--- config.mk ---
export PLATFORM = sky130hd
export DESIGN_NAME = branch_resolution_unit
export DESIGN_NICKNAME = d
export VERILOG_FILES = /design/src/rtl/bp_pkg.sv /design/src/rtl/bp_pred_fifo.sv /design/src/rtl/branch_resolution_unit.sv
export SDC_FILE = /design/constraint.sdc
export NUM_CORES = 1
export LEC_CHECK = 0
export CAP_MARGIN = 20
export CORE_MARGIN = 4
export CORE_UTILIZATION = 55
export DETAILED_ROUTE_END_ITERATION = 12
export PLACE_DENSITY = 0.79
export SKIP_LAST_GASP = 1
export SLEW_MARGIN = 20
export SYNTH_ARGS = -nofsm -noshare
export SYNTH_HDL_FRONTEND = slang
export SYNTH_SLANG_ARGS = --single-unit
--- constraint.sdc ---
create_clock -name clk -period 6.13 [get_ports clk]
set_input_delay 0.9195 -clock clk [delete_from_list [all_inputs] [get_ports clk]]
set_output_delay 0.9195 -clock clk [all_outputs]
set_load 0.02 [all_outputs]
--- src/rtl/bp_pkg.sv ---
// Shared types for the branch predictor resolve path.
package bp_pkg;

   typedef struct packed {
      logic        taken;
      logic [31:0] target;
      logic [31:0] pc;
   } bp_entry_t;

   localparam logic [31:0] BP_INSN_BYTES = 32'd4;

   // Update pair consumed by the predictor (branch_i / branch_decision).
   typedef struct packed {
      logic valid;
      logic taken;
   } bp_upd_t;

endpackage

--- src/rtl/bp_pred_fifo.sv ---
// In-flight prediction FIFO: wrap-around pointers plus occupancy count, clear wins.
module bp_pred_fifo
   import bp_pkg::*;
#(
   parameter int  DEPTH = 4,
   parameter type T     = bp_entry_t,
   parameter int  CW    = $clog2(DEPTH) + 1
) (
   input  logic          clk,
   input  logic          rst_n,
   input  logic          clear_i,
   input  logic          push_i,
   input  logic          pop_i,
   input  T              data_i,
   output T              head_o,
   output logic [CW-1:0] count_o
);

   localparam int AW = $clog2(DEPTH);

   T              mem_q [DEPTH];
   logic [AW-1:0] wr_ptr_q, rd_ptr_q;
   logic [CW-1:0] count_q, count_d;

   always_comb begin
      count_d = count_q + CW'(push_i) - CW'(pop_i);
   end

   always_ff @(posedge clk or negedge rst_n) begin
      if (!rst_n) begin
         wr_ptr_q <= '0;
         rd_ptr_q <= '0;
         count_q  <= '0;
      end else if (clear_i) begin
         wr_ptr_q <= '0;
         rd_ptr_q <= '0;
         count_q  <= '0;
      end else begin
         if (push_i) wr_ptr_q <= wr_ptr_q + 1'b1;
         if (pop_i)  rd_ptr_q <= rd_ptr_q + 1'b1;
         count_q <= count_d;
      end
   end

   always_ff @(posedge clk) begin
      if (push_i && !clear_i) mem_q[wr_ptr_q] <= data_i;
   end

   assign head_o  = mem_q[rd_ptr_q];
   assign count_o = count_q;

endmodule

--- src/rtl/branch_resolution_unit.sv ---
// Resolve side of the 1-bit branch predictor: checks EX outcomes against queued
// predictions, drives predictor updates, flushes on mispredicts, counts events.
module branch_resolution_unit
   import bp_pkg::*;
#(
   parameter int DEPTH = 4,
   parameter int CNT_W = 32
) (
   input  logic             clk,
   input  logic             rst_n,
   input  logic             pred_valid_i,
   input  logic             pred_taken_i,
   input  logic [31:0]      pred_target_i,
   input  logic [31:0]      pred_pc_i,
   output logic             pred_ready_o,
   input  logic             res_valid_i,
   input  logic             res_taken_i,
   input  logic [31:0]      res_target_i,
   output logic             upd_valid_o,
   output logic             upd_taken_o,
   output logic             flush_o,
   output logic [31:0]      redirect_addr_o,
   output logic [CNT_W-1:0] branch_cnt_o,
   output logic [CNT_W-1:0] mispred_cnt_o,
   output logic             underflow_o
);

   localparam int            CW       = $clog2(DEPTH) + 1;
   localparam logic [CW-1:0] FULL_CNT = CW'(DEPTH);

   bp_entry_t     head, wr_entry;
   logic [CW-1:0] count;
   logic          empty, res_hit, mispred, kill, push, pop;

   bp_upd_t          upd_q, upd_d;
   logic             flush_q, flush_d;
   logic [31:0]      redirect_q, redirect_d;
   logic [CNT_W-1:0] branch_cnt_q, branch_cnt_d;
   logic [CNT_W-1:0] mispred_cnt_q, mispred_cnt_d;
   logic             underflow_q, underflow_d;

   assign empty    = (count == '0);
   assign res_hit  = res_valid_i && !empty;
   // Not-taken on both sides never mispredicts; the target only matters when taken.
   assign mispred  = res_hit && ((res_taken_i != head.taken) ||
                                 (res_taken_i && (res_target_i != head.target)));
   assign kill     = mispred || flush_q;
   assign pop      = res_hit && !mispred;

   assign pred_ready_o = (count != FULL_CNT) && !flush_q;
   // A full FIFO still takes a push when the head retires correctly the same cycle.
   assign push     = pred_valid_i && !kill && (pred_ready_o || pop);
   assign wr_entry = '{taken: pred_taken_i, target: pred_target_i, pc: pred_pc_i};

   bp_pred_fifo #(
      .DEPTH (DEPTH),
      .T     (bp_entry_t),
      .CW    (CW)
   ) u_fifo (
      .clk     (clk),
      .rst_n   (rst_n),
      .clear_i (mispred),
      .push_i  (push),
      .pop_i   (pop),
      .data_i  (wr_entry),
      .head_o  (head),
      .count_o (count)
   );

   always_comb begin
      upd_d         = '{valid: res_hit, taken: res_hit && res_taken_i};
      flush_d       = mispred;
      redirect_d    = '0;
      branch_cnt_d  = branch_cnt_q;
      mispred_cnt_d = mispred_cnt_q;
      underflow_d   = underflow_q || (res_valid_i && empty);
      if (mispred) redirect_d = res_taken_i ? res_target_i : head.pc + BP_INSN_BYTES;
      if (res_hit && !(&branch_cnt_q))  branch_cnt_d  = branch_cnt_q + 1'b1;
      if (mispred && !(&mispred_cnt_q)) mispred_cnt_d = mispred_cnt_q + 1'b1;
   end

   always_ff @(posedge clk or negedge rst_n) begin
      if (!rst_n) begin
         upd_q         <= '0;
         flush_q       <= 1'b0;
         redirect_q    <= '0;
         branch_cnt_q  <= '0;
         mispred_cnt_q <= '0;
         underflow_q   <= 1'b0;
      end else begin
         upd_q         <= upd_d;
         flush_q       <= flush_d;
         redirect_q    <= redirect_d;
         branch_cnt_q  <= branch_cnt_d;
         mispred_cnt_q <= mispred_cnt_d;
         underflow_q   <= underflow_d;
      end
   end

   assign upd_valid_o     = upd_q.valid;
   assign upd_taken_o     = upd_q.taken;
   assign flush_o         = flush_q;
   assign redirect_addr_o = redirect_q;
   assign branch_cnt_o    = branch_cnt_q;
   assign mispred_cnt_o   = mispred_cnt_q;
   assign underflow_o     = underflow_q;

endmodule

### Word level (Yosys, flattened, before mapping)

Memory sizes are Yosys's and may differ from the RTL's.
Cells that the tools add are included.
Widths: inputs -> output; s select.

* register bits after elaboration: 107
* bits in writable memories: 260
* input bits: 102
* output and inout port bits: 101
* memories kept: 1

Memories
* u_fifo.mem_q: words 4, width 65, read ports 1, clocked after Yosys merged registers in 0, wr ports 1, line bp_pred_fifo.sv:21 `T mem_q [DEPTH];`

* $add $sub $neg: 7
* eq/ne operators: 3
* multiplexer cells: 9
* reductions and logical operators: 27

Operators by type and width (number)
* $add 32x1->32 const B: 2
* $mux 32: 2
* $reduce_and 32->1: 2
* $add 32x3->32 const B: 1
* $ne 32x32->1: 1
* $logic_and 1x1->1: 12
* $mux 2: 4
* $logic_not 1->1: 6
* $add 2x1->2 const B: 2
* $logic_or 1x1->1: 4
* $reduce_bool 2->1: 2
* $add 3x1->3: 1
* $logic_not 3->1: 1
* $mux 3: 1
* $ne 3x3->1 const B: 1
* $sub 3x1->3: 1
* $mux 1: 2
* $ne 1x1->1: 1

### Longest topological paths before layout

Gate-level depths: netlist of the first run.
An unclocked memory read counts as a cell.

* depth after elaboration: 12
* depth in mapped cells: 17
* depth with buffers taken out: 14

### Cells and area by module

Synthesis of the first run repeated with hierarchy kept, for this count alone.

* cells, all modules: 952
* area total of the unflattened synthesis: 15377.2 sq um

By module, submodules not included
* bp_pred_fifo: times used 1, cells each 377, area each 9816.9 sq um
* branch_resolution_unit: times used 1, cells each 575, area each 5560.3 sq um

### Worst setup path after synthesis of the first run

Ideal clock, no wire load.

* path type: reg2reg
* from: reg u_fifo.rd_ptr_q[0]
* to: mem u_fifo.mem_q[1][0] in the netlist's numbering (enable)
* data arrival time: 4035 ps
* path slack: 1665 ps
* cell stages (with the launch flop): 10
* path buffers: 2
* period minus slack after synthesis: 4465 ps
* cell sequence: dfrtp_1 > buf_6 > mux4_2 > xor2_1 > or4_4 > a2111oi_4 > nand4_2 > nand2_2 > buf_4 > and3_1

* cells in the longest elaborated chain, start to end: 12

RTL lines
* from (decl): line bp_pred_fifo.sv:22 `logic [AW-1:0] wr_ptr_q, rd_ptr_q;`
* from (signal assigned): line bp_pred_fifo.sv:40 `if (pop_i) rd_ptr_q <= rd_ptr_q + 1'b1;`
* $mem_v2 4x65 *
* $ne 32x32->1: line branch_resolution_unit.sv:46 `(res_taken_i && (res_target_i != head.target)));`
* $logic_and 1x1->1: line branch_resolution_unit.sv:46
* $logic_or 1x1->1 *: line branch_resolution_unit.sv:45 `assign mispred = res_hit && ((res_taken_i != head.taken) ||`
* $logic_and 1x1->1 *: line branch_resolution_unit.sv:45
* $logic_or 1x1->1 or $logic_not 1->1 (tied branches): line branch_resolution_unit.sv:47, bp_pred_fifo.sv:46, branch_resolution_unit.sv:48
* $logic_not 1->1 or $logic_and 1x1->1 (tied branches): line branch_resolution_unit.sv:52, branch_resolution_unit.sv:48
* $logic_and 1x1->1 or $logic_or 1x1->1 (tied branches): line branch_resolution_unit.sv:52 `assign push = pred_valid_i && !kill && (pred_ready_o || pop);`
* $logic_and 1x1->1: line branch_resolution_unit.sv:52
* $logic_and 1x1->1 *: line bp_pred_fifo.sv:46 `if (push_i && !clear_i) mem_q[wr_ptr_q] <= data_i;`
* $mux 1 *: line bp_pred_fifo.sv:46
* $mux 1 (not written as such) *: line bp_pred_fifo.sv:46
* to (decl): line bp_pred_fifo.sv:21

Mark *: on every way between the ends. The rest lies on a longest branch, timed or not.

### Final worst setup path of the first run

* from: reg u_fifo.rd_ptr_q[0]
* to: mem u_fifo.mem_q[1][8] in the netlist's numbering (enable)

Same word-level chain as after synthesis.

==> results of run 1 <==
-- routing by layer --
layer | share of wire | GRT usage | up-vias
li1 | - | - | 4015
met1 | 0.41 | 0.318 | 4499
met2 | 0.48 | 0.365 | 392
met3 | 0.079 | 0.0461 | 56
met4 | 0.023 | 0.0600 | 4
met5 | 0.00076 | 0 | -
-- power groups by stage --
stage	sequential, mW	clock (mW)	combinational (mW)
finish	3.24	2.25	1.95
global route	3.27	2.40	2.10
CTS	3.24	2.29	1.97
detailed placement	3.28	0	1.95
global placement	3.26	0	1.92
floorplan	3.33	0	1.19
-- area by class of cell --
type	count	area, um^2
Antenna cell	1	2.50
Clock buffer	57	1150
Clock inverter	12	95.1
Fill cell	1749	8180
Inverter	16	60.1
Multi-Input combinational cell	522	4490
Sequential cell	367	10500
Tap cell	372	465
Timing Repair Buffer	217	2170
-- cells in the final DEF (no fill, tap or decap), types with 12 or more instances in the layout --
| cell type | Yosys | layout |
|---|---|---|
| edfxtp_1 | 260 | 260 |
| dfrtp_1 | 107 | 105 |
| nand4_1 | 35 | 35 |
| mux2i_1 | 17 | 17 |
| clkdlybuf4s50_1 | 0 | 201 |
| xnor2_1 | 93 | 93 |
| buf_4 | 7 | 12 |
| mux4_2 | 59 | 59 |
| clkbuf_16 | 0 | 41 |
| inv_1 | 15 | 15 |
| nor3_1 | 17 | 17 |
| nand2_1 | 50 | 50 |
| and3_1 | 17 | 13 |
| nand3_1 | 47 | 47 |
| xor2_1 | 39 | 39 |
| a21oi_1 | 14 | 14 |
| nor2_1 | 52 | 52 |
-- cells by family (layout without fill, tap and decap cells) --
kind of cell | Yosys count | count (layout)
multiplexers | 79 | 79
AO/OA/AOI/OAI | 37 | 37
buffers and inverters | 52 | 302
XOR/XNOR | 132 | 132
flip-flops | 367 | 367
adder cells (fa/ha/maj) | 10 | 10
AND/OR/NAND/NOR | 264 | 264
other | 0 | 1
-- Yosys cell counts (all sizes together) (7+ instances only) --
library cell,number
mux4,59
clkbuf,15
nor3,17
nor2,52
edfxtp,260
nor4,8
ha,9
nand4,36
a21oi,14
and3,17
inv,16
mux2i,17
nand3,47
xor2,39
xnor2,93
and4,7
buf,21
and2,9
nand2,51
a211oi,11
dfrtp,107
-- registers in the layout (all words and copies together), names as in the netlist --
name and count:
redirect_addr_o 32, flush_o 1, u_fifo.wr_ptr_q 2, upd_valid_o 1, mispred_cnt_o 32, upd_taken_o 1
u_fifo.mem_q 260, branch_cnt_o 32, u_fifo.count_o 3, underflow_o 1, u_fifo.rd_ptr_q 2
-- how the worst min path moves through the flow --
stage | cells past startpoint | start | endpoint
5_1_grt | 1 | rst_n | mispred_cnt_o[6]
3_3_place_gp | 1 | underflow_o | underflow_o
3_5_place_dp | 1 | underflow_o | underflow_o
4_1_cts | 1 | underflow_o | underflow_o
2_1_floorplan | 2 | u_fifo.wr_ptr_q[1] | u_fifo.wr_ptr_q[1]
6_report | 1 | rst_n | mispred_cnt_o[14]
==> run_results.csv, run 1 <==
group,metric,value,unit
power,switching_power,2.18,mW
detailed_routing,wire_per_inst,22.0,um
critical_path,slowest_stage,"dfrtp_4",
cts,clk_pin_slew_worst_paths,0.06,ns
logic_synthesis,synth_top_area_cell,"edfxtp_1",
logic_synthesis,yosys.area_share.simple,0.0899,
floorplanning,chipWidth,174,um
cts,postCtsSetupBuffers,0,
floorplanning,core,27100,um^2
placement,dpl_cell_area,17700,um^2
power,leakagePower,6.64,nW
critical_path,r2r_cells,11,
logic_synthesis,synth-xor-area-share,0.0760,
critical_path,cp_top_family,"buffers and inverters",
sta,drv_slew,0,
critical_path,r2r-end,"u_fifo.mem_q[1][8]",
logic_synthesis,synth_edf_count,260,
global_route,grt_usage,0.226,
floorplanning,die_h,174,um
detailed_routing,drt-total-wl,34.3,mm
global_route,grt_max_degree,77,
power,fin_total_pwr,7.44,mW
critical_path,cp_data_arrival_time,4.89,ns
logic_synthesis,synthArstFlopShare,0.292,
placement,place.gp.congestion,0.806,
global_route,grt_overflow,0,
floorplanning,start_util,0.561,
floorplanning,ios,203,
floorplanning,row_count,60,
sta,skew,0.0176,ns
critical_path,rrSetupSlack,1.43,ns
power,pwr-share-clk,0.303,
sta,worstMarginPinSlew,0.998,ns
power,internal_power,5.26,mW
power,p_seq_frac,0.435,
critical_path,reg2reg_from,"u_fifo.rd_ptr_q[0]",
critical_path,startpoint,"u_fifo.rd_ptr_q[0]",
sta,fin_crit,4.70,ns
sta,fin_ws,1.43,ns
power,ir_drop,0.263,mV
sta,totalNegativeSetupSlack,0,ns
logic_synthesis,ys_ff_latch,367,
sta,rsz0062_at_grt,"false",
detailed_routing,drt-initial-drc-count,714,
detailed_routing,drc,0,
logic_synthesis,yosysTopAreaCellShare,0.513,
cts,clock_latency,0.52,ns
global_route,grt_pass1_vias,9085,
logic_synthesis,synthTopCellsByArea,"edfxtp_1 51%, dfrtp_1 18%, mux4_2 8.7%",
critical_path,cp_cell_sequence,"buf_4, mux4_2, xnor2_1, nand4_1, nor4_1, nand4_2, buf_4, nand2_2, buf_4, and3_2, buf_12",
power,swShare,0.293,
detailed_routing,final_antenna_net_count,0,
critical_path,endpoint,"u_fifo.mem_q[1][8]",
detailed_routing,vias,8966,
placement,hpwl,23.3,mm
detailed_routing,viasPerCell,5.73,
cts,numCtsBuffers,38,
logic_synthesis,synth_cells,941,
logic_synthesis,synth_top_family_by_area,"multiplexers",
critical_path,cp.depth,11,
critical_path,path_class,"reg -> reg",
sta,finalSetupViolations,0,
sta,fin_crit_sh,0.767,
logic_synthesis,yosys_warnings,0,
logic_synthesis,synth_area,15200,um^2
critical_path,start_kind,"flop",
placement,place_ws,1.39,ns
final_layout,final_area,18900,um^2
final_layout,final_util,0.698,
logic_synthesis,synth_compound_area_frac,0.0188,
power,combPwrFrac,0.262,
power,powerDensity,393,nW/um^2
sta,finalHoldViolCount,0,
final_layout,drive_above_1_share,0.128,
critical_path,crit_buf_inv,4,
logic_synthesis,synth_flop_cell,"edfxtp_1",
job,cap_violations,0,
critical_path,path_max_fanout,50,
placement,io_buffers,202,
cts,tritoncts,"built",
logic_synthesis,synth_mux_area_frac,0.101,
logic_synthesis,synth_area_per_cell,16.2,um^2
logic_synthesis,ys_seq_area_frac,0.690,
global_route,antenna_found_initial,3,
critical_path,cp_common_cell,"buf_4",
cts,cts_root_buf,"clkbuf_16",
final_layout,area_growth,24.4,%
sta,hold_ws,0.444,ns
cts,cts_hold_buf,0,
final_layout,fin_nets,1274,
global_route,grt_first_pass_wirelength,52.9,mm
worst_hold_path,min_path_type,"in -> async",
logic_synthesis,yosysUniqueCellTypes,45,
cts,cts.sinks,367,
cts,cts.path.max_buffers,3,
sta,slew_headroom,0.335,
sta,fmax,213,MHz
final_layout,instances_no_fill,1564,
critical_path,worstPathRequired,6.32,ns
detailed_routing,first_pass_iters,5,
placement,dpl.cell_count,1494,
floorplanning,die_area,30400,um^2
critical_path,crit_path_end_kind,"flop",
logic_synthesis,synth-adder-area-share,0.00872,
outcome,status,"complete, no violations",
critical_path,cpPeakStageDelay,0.83,ns
logic_synthesis,syn-num-nets,1053,
cts,h-tree-depth,2,
cts,postCtsResizedCells,0,
Power figures use the tool's default switching activity.
==> run 2, diff against run 1 <==
==> constraint.sdc (replaced) <==
create_clock -name clk -period 4.41 [get_ports clk]
set_input_delay 0.6615 -clock clk [delete_from_list [all_inputs] [get_ports clk]]
set_output_delay 0.6615 -clock clk [all_outputs]
set_load 0.02 [all_outputs]
==> run 2 against run 1 <==
- combinational power increased by 45%
- critical path type unchanged
- hold slack got worse by 0.28 ns
- highest routed layer unchanged
- cell count increased by 0.58%
- largest power group unchanged
- critical path depth grew 5
==> run_results.csv, run 2 (same netlist as run 1, synthesis figures left out) <==
group,metric,value,unit
final_layout,seqCellArea,10500,um^2
final_layout,fin_nets,1283,
global_route,grt_first_pass_wirelength,52.9,mm
critical_path,r2r-end,"u_fifo.count_o[2]",
detailed_routing,first_pass_iters,7,
power,leakagePower,6.72,nW
power,combPwrFrac,0.271,
critical_path,start_kind,"flop",
cts,postCtsSetupBuffers,0,
critical_path,path_class,"reg -> reg",
detailed_routing,vias,9003,
cts,cts.path.max_buffers,3,
sta,finalHoldViolCount,0,
critical_path,worstPathRequired,4.79,ns
job,cap_violations,0,
placement,dpl.cell_count,1504,
detailed_routing,drt-total-wl,34.3,mm
cts,cts_root_buf,"clkbuf_16",
critical_path,cp_data_arrival_time,4.35,ns
global_route,antenna_found_initial,1,
final_layout,final_common_cell,"edfxtp_1",
floorplanning,die_area,30400,um^2
global_route,grt_max_degree,48,
critical_path,reg2reg_from,"u_fifo.rd_ptr_q[0]",
critical_path,rrSetupSlack,0.44,ns
detailed_routing,drt-initial-drc-count,740,
sta,drv_slew,0,
detailed_routing,final_antenna_net_count,0,
placement,hpwl,23.1,mm
final_layout,drive_above_1_share,0.134,
power,powerDensity,546,nW/um^2
floorplanning,start_util,0.561,
power,fin_total_pwr,10.4,mW
placement,place.gp.congestion,0.820,
critical_path,slowest_stage,"mux4_2",
final_layout,largest-register,"u_fifo.mem_q",
floorplanning,chipWidth,174,um
cts,numCtsBuffers,37,
critical_path,cpPeakStageDelay,0.59,ns
power,ir_drop,0.349,mV
critical_path,cp_cell_sequence,"buf_12, mux4_2, xnor2_1, nand4_1, nor4_1, buf_4, nand4_2, a21oi_1, ha_1, inv_1, ha_1, inv_1, fa_1, xor2_1, xnor2_1, nor2_1",
sta,fin_crit,3.97,ns
cts,tritoncts,"built",
cts,postCtsResizedCells,0,
global_route,grt_overflow,0,
cts,h-tree-depth,2,
sta,slew_headroom,0.479,
final_layout,largest_reg_flops,260,
sta,finalSetupViolations,0,
final_layout,area_growth,25.4,%
cts,clk_pin_slew_worst_paths,0.06,ns
sta,fin_ws,0.441,ns
global_route,grt_usage,0.225,
power,p_seq_frac,0.427,
floorplanning,core,27100,um^2
sta,fmax,252,MHz
detailed_routing,drc,0,
final_layout,multi_input_area,4480,um^2
placement,place_ws,0.452,ns
sta,fin_crit_sh,0.900,
cts,cts_hold_buf,0,
detailed_routing,wire_per_inst,21.8,um
power,switching_power,3.00,mW
cts,cts.sinks,367,
power,swShare,0.288,
worst_hold_path,min_path_type,"in -> async",
cts,clock_latency,0.52,ns
critical_path,path_max_fanout,47,
power,internal_power,7.42,mW
sta,skew,0.0149,ns
detailed_routing,viasPerCell,5.72,
critical_path,r2r_cells,16,
sta,rsz0062_at_grt,"false",
floorplanning,ios,203,
floorplanning,row_count,60,
final_layout,instances_no_fill,1573,
final_layout,fillers,1759,
floorplanning,die_h,174,um
global_route,grt_pass1_vias,9093,
sta,totalNegativeSetupSlack,0,ns
sta,worstMarginPinSlew,0.779,ns
power,pwr-share-clk,0.302,
final_layout,layout_common_cells,"260 x edfxtp_1, 201 x clkdlybuf4s50_1, 105 x dfrtp_1",
critical_path,crit_path_end_kind,"flop",
placement,io_buffers,202,
outcome,status,"complete, no violations",
[run 2: changes by cell type in the layout (fill, tap and decap cells not counted), sizes merged]
cell | previous run | this run
inv | 16 | 18
clkinvlp | 3 | 2
clkbuf | 57 | 55
clkinv | 8 | 6
buf | 16 | 26
bufinv | 1 | 3
[run 2: power by group through the flow]
stage	logic [mW]	clock network [mW]	registers (mW)
floorplan	1.66	0	4.62
global placement	2.79	0	4.48
detailed placement	2.83	0	4.51
CTS	2.86	3.21	4.45
global route	3.04	3.35	4.49
finish	2.82	3.15	4.45
[run 2: cell type report]
type                            count  area share
Sequential cell                   367       0.550
Multi-Input combinational cell    522       0.235
Timing Repair Buffer              227       0.122
Clock buffer                       55      0.0580
Tap cell                          372      0.0244
Clock inverter                     13     0.00768
Inverter                           16     0.00315
Antenna cell                        1    0.000131
[run 2: worst max path at each step]
stage / startpoint / to / slack (ns) / depth (start not counted)
after floorplan: u_fifo.rd_ptr_q[0] / u_fifo.mem_q[0][0] / 0.09 / 8
after global placement: res_target_i[29] / u_fifo.count_o[2] / 0.53 / 14
after detailed placement: res_target_i[29] / u_fifo.count_o[2] / 0.45 / 14
after CTS: u_fifo.rd_ptr_q[0] / u_fifo.count_o[2] / 0.43 / 16
after global routing: u_fifo.rd_ptr_q[0] / u_fifo.count_o[2] / 0.21 / 16
final: u_fifo.rd_ptr_q[0] / u_fifo.count_o[2] / 0.44 / 16
[run 2: per-stage QoR]
step / util / instance area [um^2] / hold WS (ns)
after global routing: 0.704 / 19100 / 0.213
after floorplan: - / 15200 / 0.366
after CTS: 0.704 / 19100 / 0.175
after global placement: 0.657 / 17800 / 0.471
final: 0.704 / 19100 / 0.161
after detailed placement: 0.657 / 17800 / 0.460
[run 2: layer usage]
| layer | GRT usage | vias to the layer above | routed length, um |
|---|---|---|---|
| met4 | 0.0564 | 2 | 719 |
| met2 | 0.365 | 397 | 16700 |
| li1 | - | 4028 | - |
| met1 | 0.314 | 4520 | 14000 |
| met5 | 0 | - | 11 |
| met3 | 0.0520 | 56 | 2930 |
[run 2: critical path, delay by kind of cell, from the launching register on]
family / cells / cell delay [ns]
AO/OA/AOI/OAI: 1 / 0.23
XOR/XNOR: 3 / 0.46
adder cells (fa/ha/maj): 3 / 0.77
buffers and inverters: 4 / 0.66
flip-flops: 1 / 0.49
multiplexers: 1 / 0.59
AND/OR/NAND/NOR: 4 / 0.58
